**config.mk**
```make
export PLATFORM = sky130hd
export DESIGN_NAME = coin_acceptor_flat
export DESIGN_NICKNAME = d
export VERILOG_FILES = /design/src/rtl/coin_acceptor_if.sv /design/src/rtl/coin_acceptor.sv /design/src/flat_wrapper.sv
export SDC_FILE = /design/constraint.sdc
export NUM_CORES = 1
export LEC_CHECK = 0
export ABC_CLOCK_PERIOD_IN_PS = 1930
export CORE_AREA = 2 2 58 66
export DETAILED_ROUTE_END_ITERATION = 12
export DIE_AREA = 0 0 60 68
export DONT_BUFFER_PORTS = 1
export GPL_TIMING_DRIVEN = 0
export PLACE_DENSITY = 0.71
export SLEW_MARGIN = 20
export SYNTH_ARGS = -nofsm -noshare
export SYNTH_HDL_FRONTEND = slang
export SYNTH_SLANG_ARGS = --single-unit
```
**constraint.sdc**
```tcl
create_clock -name clock -period 1.93 [get_ports clock]
set_input_delay 0.0965 -clock clock [delete_from_list [all_inputs] [get_ports clock]]
set_output_delay 0.0965 -clock clock [all_outputs]
set_load 0.03 [all_outputs]
```
**src/rtl/coin_acceptor_if.sv**
```systemverilog
// coin_acceptor_if: coin slot sensors and vend feedback in, replayed coin code and status out
interface coin_acceptor_if;
  logic       nickel_in;
  logic       dime_in;
  logic       newspaper;
  logic [1:0] coin;
  logic       coin_return;
  logic       busy;
  logic [2:0] pending;
  modport master (output nickel_in, dime_in, newspaper, input coin, coin_return, busy, pending);
  modport slave (input nickel_in, dime_in, newspaper, output coin, coin_return, busy, pending);
endinterface

```
**src/rtl/coin_acceptor.sv**
```systemverilog
// coin_acceptor: debounces coin sensors, queues accepted coins and replays them as spaced one-hot pulses
module coin_acceptor #(
  parameter int DEBOUNCE  = 4,
  parameter int PULSE_LEN = 1,
  parameter int GAP_LEN   = 2
) (
  input logic            clock,
  input logic            reset,
  coin_acceptor_if.slave bus
);
  localparam logic [3:0] DB = 4'(DEBOUNCE);
  localparam logic [2:0] PL = 3'(PULSE_LEN);
  localparam logic [2:0] GL = 3'(GAP_LEN);
  typedef enum logic [1:0] {IDLE, DRIVE, GAP} state_t;
  logic [1:0][1:0] r_sync;
  logic [1:0][3:0] r_hi, r_lo;
  logic [1:0]      r_arm;
  logic [1:0]      w_s, w_raw, w_q;
  logic [3:0]      r_mem;
  logic [1:0]      r_wp, r_rp;
  logic [2:0]      r_cnt;
  logic            r_ret;
  state_t          r_state, w_state_nxt;
  logic [2:0]      r_tcnt, w_tcnt_nxt;
  logic [1:0]      r_coin, w_coin_nxt;
  logic            w_both, w_acc, w_full, w_push, w_pop;
  // index 0 is the nickel sensor, index 1 the dime sensor
  assign w_raw = {bus.dime_in, bus.nickel_in};
  for (genvar g = 0; g < 2; g++) begin : g_sense
    assign w_s[g] = r_sync[g][1];
    assign w_q[g] = r_arm[g] & w_s[g] & (r_hi[g] == DB - 4'd1);
  end
  assign w_both = (|w_q) & (&w_s);
  assign w_acc  = (|w_q) & ~w_both;
  assign w_full = r_cnt == 3'd4;
  assign w_push = w_acc & ~w_full;
  assign w_pop  = (r_state == IDLE) && (r_cnt != 3'd0) && !bus.newspaper;
  always_ff @(posedge clock) begin
    if (reset) begin
      r_sync <= '0;
      r_hi   <= '0;
      r_lo   <= '0;
      r_arm  <= '0;
    end else begin
      for (int i = 0; i < 2; i++) begin
        r_sync[i] <= {r_sync[i][0], w_raw[i]};
        r_hi[i]   <= !w_s[i] ? 4'd0 : (r_hi[i] == DB) ? DB : r_hi[i] + 4'd1;
        r_lo[i]   <= w_s[i] ? 4'd0 : (r_lo[i] == DB) ? DB : r_lo[i] + 4'd1;
        r_arm[i]  <= (w_q[i] | w_both) ? 1'b0 : (!w_s[i] && r_lo[i] == DB - 4'd1) ? 1'b1 : r_arm[i];
      end
    end
  end
  // a full FIFO rejects even if a pop happens on the same edge
  always_ff @(posedge clock) begin
    if (reset) begin
      r_mem <= '0;
      r_wp  <= '0;
      r_rp  <= '0;
      r_cnt <= '0;
      r_ret <= 1'b0;
    end else begin
      if (w_push) r_mem[r_wp] <= w_q[1];
      r_wp  <= r_wp + 2'(w_push);
      r_rp  <= r_rp + 2'(w_pop);
      r_cnt <= r_cnt + 3'(w_push) - 3'(w_pop);
      r_ret <= w_both | (w_acc & w_full);
    end
  end
  always_ff @(posedge clock) begin
    if (reset) begin
      r_state <= IDLE;
      r_tcnt  <= '0;
      r_coin  <= '0;
    end else begin
      r_state <= w_state_nxt;
      r_tcnt  <= w_tcnt_nxt;
      r_coin  <= w_coin_nxt;
    end
  end
  always_comb begin
    w_state_nxt = (r_state == IDLE)  ? (w_pop ? DRIVE : IDLE)
                : (r_state == DRIVE) ? ((r_tcnt == 3'd1) ? GAP : DRIVE)
                : (!bus.newspaper && r_tcnt == 3'd1) ? IDLE : GAP;
  end
  // a vend seen during the gap restarts it
  always_comb begin
    w_tcnt_nxt = (r_state == IDLE)  ? PL
               : (r_state == DRIVE) ? ((r_tcnt == 3'd1) ? GL : r_tcnt - 3'd1)
               : bus.newspaper ? GL : r_tcnt - 3'd1;
    w_coin_nxt = (r_state == IDLE) ? (w_pop ? (r_mem[r_rp] ? 2'd2 : 2'd1) : 2'd0)
               : (r_state == DRIVE && r_tcnt != 3'd1) ? r_coin : 2'd0;
  end
  assign bus.coin        = r_coin;
  assign bus.coin_return = r_ret;
  assign bus.busy        = (r_cnt != 3'd0) || (r_state != IDLE);
  assign bus.pending     = r_cnt;
endmodule
```
**src/flat_wrapper.sv**
```systemverilog
// flat-port wrapper written by rule: the top's interface ports become plain ports
module coin_acceptor_flat 
#(
  parameter int DEBOUNCE  = 4,
  parameter int PULSE_LEN = 1,
  parameter int GAP_LEN   = 2
)
  (clock, reset, bus_nickel_in, bus_dime_in, bus_newspaper, bus_coin, bus_coin_return, bus_busy, bus_pending);
  coin_acceptor_if bus_i ();
  input logic clock;
  input logic reset;
  input wire logic [$bits(bus_i.nickel_in)-1:0] bus_nickel_in;
  input wire logic [$bits(bus_i.dime_in)-1:0] bus_dime_in;
  input wire logic [$bits(bus_i.newspaper)-1:0] bus_newspaper;
  output wire logic [$bits(bus_i.coin)-1:0] bus_coin;
  output wire logic [$bits(bus_i.coin_return)-1:0] bus_coin_return;
  output wire logic [$bits(bus_i.busy)-1:0] bus_busy;
  output wire logic [$bits(bus_i.pending)-1:0] bus_pending;
  assign bus_i.nickel_in = bus_nickel_in;
  assign bus_i.dime_in = bus_dime_in;
  assign bus_i.newspaper = bus_newspaper;
  assign bus_coin = bus_i.coin;
  assign bus_coin_return = bus_i.coin_return;
  assign bus_busy = bus_i.busy;
  assign bus_pending = bus_i.pending;
  coin_acceptor #(.DEBOUNCE(DEBOUNCE), .PULSE_LEN(PULSE_LEN), .GAP_LEN(GAP_LEN)) u_core (.clock(clock), .reset(reset), .bus(bus_i));
endmodule
```
# Word level (Yosys, flattened, before mapping)
# Cells that the tools add are included.
# Widths: inputs -> output; s select.
classes:
  bitwise_logic: 15
  n_reduce_logical: 27
  order_cmp: 3
  mux: 22
  add_sub_neg: 9
  eq_ne: 13
ops:
  columns: ["cell", "n"]
  rows:
  - ["$mux 3", 7]
  - ["$add 4x1->4 const B", 4]
  - ["$eq 4x2->1 const B", 4]
  - ["$eq 4x3->1 const B", 4]
  - ["$mux 2", 8]
  - ["$reduce_or 2->1", 8]
  - ["$reduce_or 3->1", 4]
  - ["$and 1x1->1", 8]
  - ["$logic_and 1x1->1", 7]
  - ["$lt 2x3->1 const B", 2]
  - ["$add 2x1->2", 2]
  - ["$bwmux 4", 1]
  - ["$mux 1", 4]
  - ["$not 1->1", 4]
  - ["$add 3x1->3", 1]
  - ["$eq 3x1->1 const B", 1]
  - ["$eq 3x3->1 const B", 1]
  - ["$logic_not 1->1", 3]
  - ["$ne 3x1->1 const B", 1]
  - ["$or 1x1->1", 3]
  - ["$reduce_bool 3->1", 1]
  - ["$sub 3x1->3", 1]
  - ["$sub 3x1->3 const B", 1]
  - ["$bmux 1 s2", 1]
  - ["other kinds (8)", 8]
totals:
  elab_cells: 110
  out_inout_bits: 7
  regBits: 41
  inputBits: 5

# Depth between registers and ports, before layout
logic_depth:
  ltp_word: 9
  ltp_mapped: 10
  mapped_depth_nobuf: 10

# Least setup slack after synthesis
# OpenSTA, ideal clock, no wires.
synth_timing:
  kind: "flip-flop to flip-flop"
  start: "reg u_core.r_cnt[1] (netlist: u_core.bus.pending[1])"
  end: "reg u_core.r_cnt[2] (netlist: u_core.bus.pending[2])"
  n_path_buf: 0
  path_slack_ns: -0.428
  arrival_ns: 2.229
  period_less_slack_ns: 2.358
  required_ns: 1.801
  setup_time_ns: 0.129
  stages_incl_launch_ff: 11
  path_cell_list: "dfxtp_1 nor3_1 or4_4 inv_2 ha_1 inv_1 ha_1 fa_1 xnor2_1 xnor2_1 nor2_1"
synth_via:
  elab_chain_cells: 5
  word_cells_on_any_way: 8
  classes_between: "2 x add/sub; 1 x eq/ne; 2 x bitwise; 3 x reduce/logical"
synth_rtl:
  columns: ["element", "line_no", "source"]
  rows:
  - ["start, declared", "coin_acceptor.sv:21", "logic [2:0] r_cnt;"]
  - ["start signal, assigned", "coin_acceptor.sv:65", "r_cnt <= r_cnt + 3'(w_push) - 3'(w_pop);"]
  - ["$eq 3x3->1", "coin_acceptor.sv:35", "assign w_full = r_cnt == 3'd4;"]
  - ["$not 1->1", "coin_acceptor.sv:36", "assign w_push = w_acc & ~w_full;"]
  - ["$and 1x1->1", "coin_acceptor.sv:36", null]
  - ["$add 3x1->3", "coin_acceptor.sv:65", null]
  - ["$sub 3x1->3 *", "coin_acceptor.sv:65", null]
# Mark *: on every way between the ends. The rest lies on a longest branch, timed or not.
# A chain may end at the register's enable or synchronous reset.

# Final worst setup path
# Same ends and word-level chain as after synthesis.

==> results by group <==
Layout
  – Post-Layout Cell Count: 261
  – FF+latch area: 832.0 um2
  – Most frequent cells in the layout: dfxtp_1, nor2_1, inv_1
  – Synth-to-layout area growth: 14.59%
  – Filler Cells Inserted: 319
  – Final #Nets: 229
  – Final Instance Area: 2063 um2
  – Layout cells sized above 1: 0.1280
  – Most common cell after layout, fill and taps aside: dfxtp_1
  – Fin util: 0.5925
  – Multi-input gate area: 937.1 um2
  – Number of diodes: 0

Floorplanning
  – IO Pins: 12
  – Initial Util: 0.5171
  – Row Count: 23
  – Core Region: 3482 um2
  – Die ar.: 4080 um2
  – Die Y: 68 um
  – Die width: 60 um

Synthesis
  – Cells after synthesis: 198
  – Area leader, netlist: dfxtp_1
  – Synth cell types: 32
  – Register area share after synthesis: 0.4559
  – Syn nets: 217
  – Synthesis-stage register bit count: 41
  – Synth top area cells: dfxtp_1, ha_1, nor2_1
  – YS warnings: 0
  – Mean post-synth cell area: 9.093 um2
  – Mapped Area: 1800 um2
  – Top cell type's share of synthesized area: 0.4559

Setup path
  – Most frequent cell on the critical path: ha_4
  – Crit-path max cell delay: 0.44 ns
  – Crit path launch type: register
  – Slowest CP cell: dfxtp_4
  – Crit path capture type: register
  – Crit path max-delay family: adder cells
  – Worst path required time: 2.11 ns
  – R2R setup slack: -0.20 ns
  – CP cell instances: nor3_4 > or4_4 > inv_4 > ha_4 > inv_2 > ha_4 > fa_2 > xnor2_2 > xnor2_1 > nor2_1
  – Critical path data arrival time: 2.31 ns
  – Reg2reg start: u_core.bus.pending[1]$_SDFF_PP0_
  – Crit path max fanout: 5
  – Setup CP Type: register to register
  – Reg2reg end: u_core.bus.pending[2]$_SDFF_PP0_
  – Crit path buffers/inverters: 2
  – Reg2Reg Depth: 10

Clock tree
  – Clk pin slew, worst setup/hold paths: 0.08 ns
  – CTS H-Tree Depth: 2
  – Root buf cell: clkbuf_8
  – Clock Tree Buf Depth: 2
  – Num CTS Buffers: 5
  – TritonCTS clock tree: built
  – Latest clock arrival within the worst-skew pair: 0.30 ns
  – Clock Sinks: 41

Place
  – RePlAce Congestion: 0.7867
  – Detail Placement HPWL: 2453 um
  – IO Port Bufs: 0
  – Placed Area: 1923 um2
  – Worst slack, placed: -0.2740 ns
  – Placed cells: 248

STA
  – Hold_ws: 0.03676 ns
  – Final period util: 1.106
  – Setup Viol. Count Final: 2
  – Max Clk Rate: 468.5 MHz
  – Slew at the pin closest to its max-slew limit: 0.4959 ns
  – Slew HR: 0.6694
  – Final Hold Vio Count: 0
  – Minimum clock period: 2.134 ns
  – Slew Limit Fails: 0
  – RSZ-0062 raised after global routing: yes
  – Layout Skew: 0.008940 ns
  – Fin worst setup slack: -0.2045 ns

Pwr
  – P per Cell Area: 1078 nW/um2
  – P_leak: 0.7736 nW
  – Worst vdd ir: 0.4648 mV

Global routing
  – Largest net degree at the start of global routing: 14
  – GRT Total Usage: 0.1843
  – First-pass GRT wire length: 5533 um
  – Vias in the first global route: 1304
  – Initial antenna violation count: 0
  – Overflow after GRT: 0

Outcome
  – Violations in the final reports: setup timing
  – Status: finished with violations

Drt
  – Final ANT Viol Nets: 0
  – Drt pass-1 iters: 4
  – Total Routed Length: 3255 um
  – Routed len/inst: 12.47 um
  – Number of remaining DRC errors: 0
  – Vias: 1363
  – Via/cell ratio: 5.222
  – Iteration-0 DRC count of the detailed router: 52

Flow run
  – Max_cap viols: 0

Worst hold path
  – HP Start: bus_newspaper
  – Hold path endpoint: u_core.r_state[1]$_SDFF_PP0_
  – Worst min-delay path class: input port to register
  – Cells on Worst Hold Path: 2
-- cell type report --
class | count | area share
tap | 50 | 0.03032
clock buffer | 5 | 0.03335
timing repair buffer | 6 | 0.02547
buffer | 3 | 0.005458
clock inverter | 3 | 0.008490
inverter | 21 | 0.03942
multi-input combinational | 132 | 0.4542
sequential | 41 | 0.4033
-- through the flow --
stage | total power, W | setup TNS [ns]
finish | 0.002225 | -0.3585
global route | 0.002371 | -0.5094
CTS | 0.002250 | -0.4184
floorplan | 0.001567 | -0.2554
detailed placement | 0.001671 | -0.5389
global placement | 0.001634 | -0.4653
-- sequential cells by signal (all words and copies together) (netlist names), 3 cells and up --
| name | count |
|---|---|
| u_core.r_tcnt | 3 |
| u_core.r_lo | 8 |
| u_core.bus.pending | 3 |
| u_core.r_mem | 4 |
| u_core.r_hi | 8 |
| u_core.r_sync | 4 |
-- worst reg2reg max path, stage by stage, from the launching register on --
cell,delay [ns]
dfxtp_4,0.44
nor3_4,0.07
or4_4,0.44
inv_4,0.08
ha_4,0.12
inv_2,0.04
ha_4,0.15
fa_2,0.35
xnor2_2,0.15
xnor2_1,0.13
nor2_1,0.05
-- logic make-up (layout without fill, tap and decap cells) --
group	after synthesis	after routing	synth area share
simple gates	87	87	0.2523
buf+inv	25	38	0.05211
fa+ha+maj	14	14	0.1015
xor+xnor	10	10	0.04864
compound gates	20	20	0.07714
flops	41	41	0.4559
mux	1	1	0.01251
-- how the worst max path moves through the flow --
stage,startpoint,end,slack (ns),cells after the start
global route,u_core.bus.pending[1]$_SDFF_PP0_,u_core.bus.pending[2]$_SDFF_PP0_,-0.29,10
floorplan,u_core.bus.pending[1]$_SDFF_PP0_,u_core.bus.pending[2]$_SDFF_PP0_,-0.16,10
finish,u_core.bus.pending[1]$_SDFF_PP0_,u_core.bus.pending[2]$_SDFF_PP0_,-0.20,10
CTS,u_core.bus.pending[1]$_SDFF_PP0_,u_core.bus.pending[2]$_SDFF_PP0_,-0.23,10
detailed placement,u_core.r_hi[0]$_SDFF_PP0_,u_core.bus.pending[1]$_SDFF_PP0_,-0.27,7
global placement,u_core.r_hi[4]$_SDFF_PP0_,u_core.bus.pending[1]$_SDFF_PP0_,-0.24,8
-- synth_stat cells --
cell	n
dfxtp_1	41
nor2_1	31
inv_1	20
nor2b_1	16
ha_1	13
nand2_1	8
a21oi_1	7
nor3_1	7
xnor2_1	6
nand2b_1	5
nand4_1	5
clkbuf_1	4
nand3_1	4
o41ai_1	4
xor2_1	4
nor4_1	3
a211o_1	2
a21o_1	2
nor4b_1	2
o21ai_0	2
a32oi_1	1
and2_1	1
and4_1	1
and4bb_2	1
fa_1	1
inv_2	1
mux4_2	1
nor2_2	1
o22a_1	1
o32ai_1	1
or3b_1	1
or4_4	1
-- report_power, final --
part	switching [W]	leakage, nW	internal, W	total (W)
Combinational	0.000312	0.394	0.000278	0.000590
Sequential	0.000147	0.336	0.000941	0.00109
Clock	0.000298	0.0439	0.000249	0.000547
-- metal layers --
layer	up-vias	GRT usage	wire length [um]
met3	10	0.05671	137
met2	22	0.3247	1674
li1	679	-	-
met1	652	0.1929	1355
met4	0	0.1000	88
met5	-	0	0
-- timing repair --
action,in CTS,in global routing
hold buffers,3,0
endpoints found under the setup margin,2,3
pin swaps,2,1
buffers inserted,2,1
gates resized for setup,2,0
endpoints found under the hold margin,5,0
No activity file was read; power rests on OpenSTA's default activity.
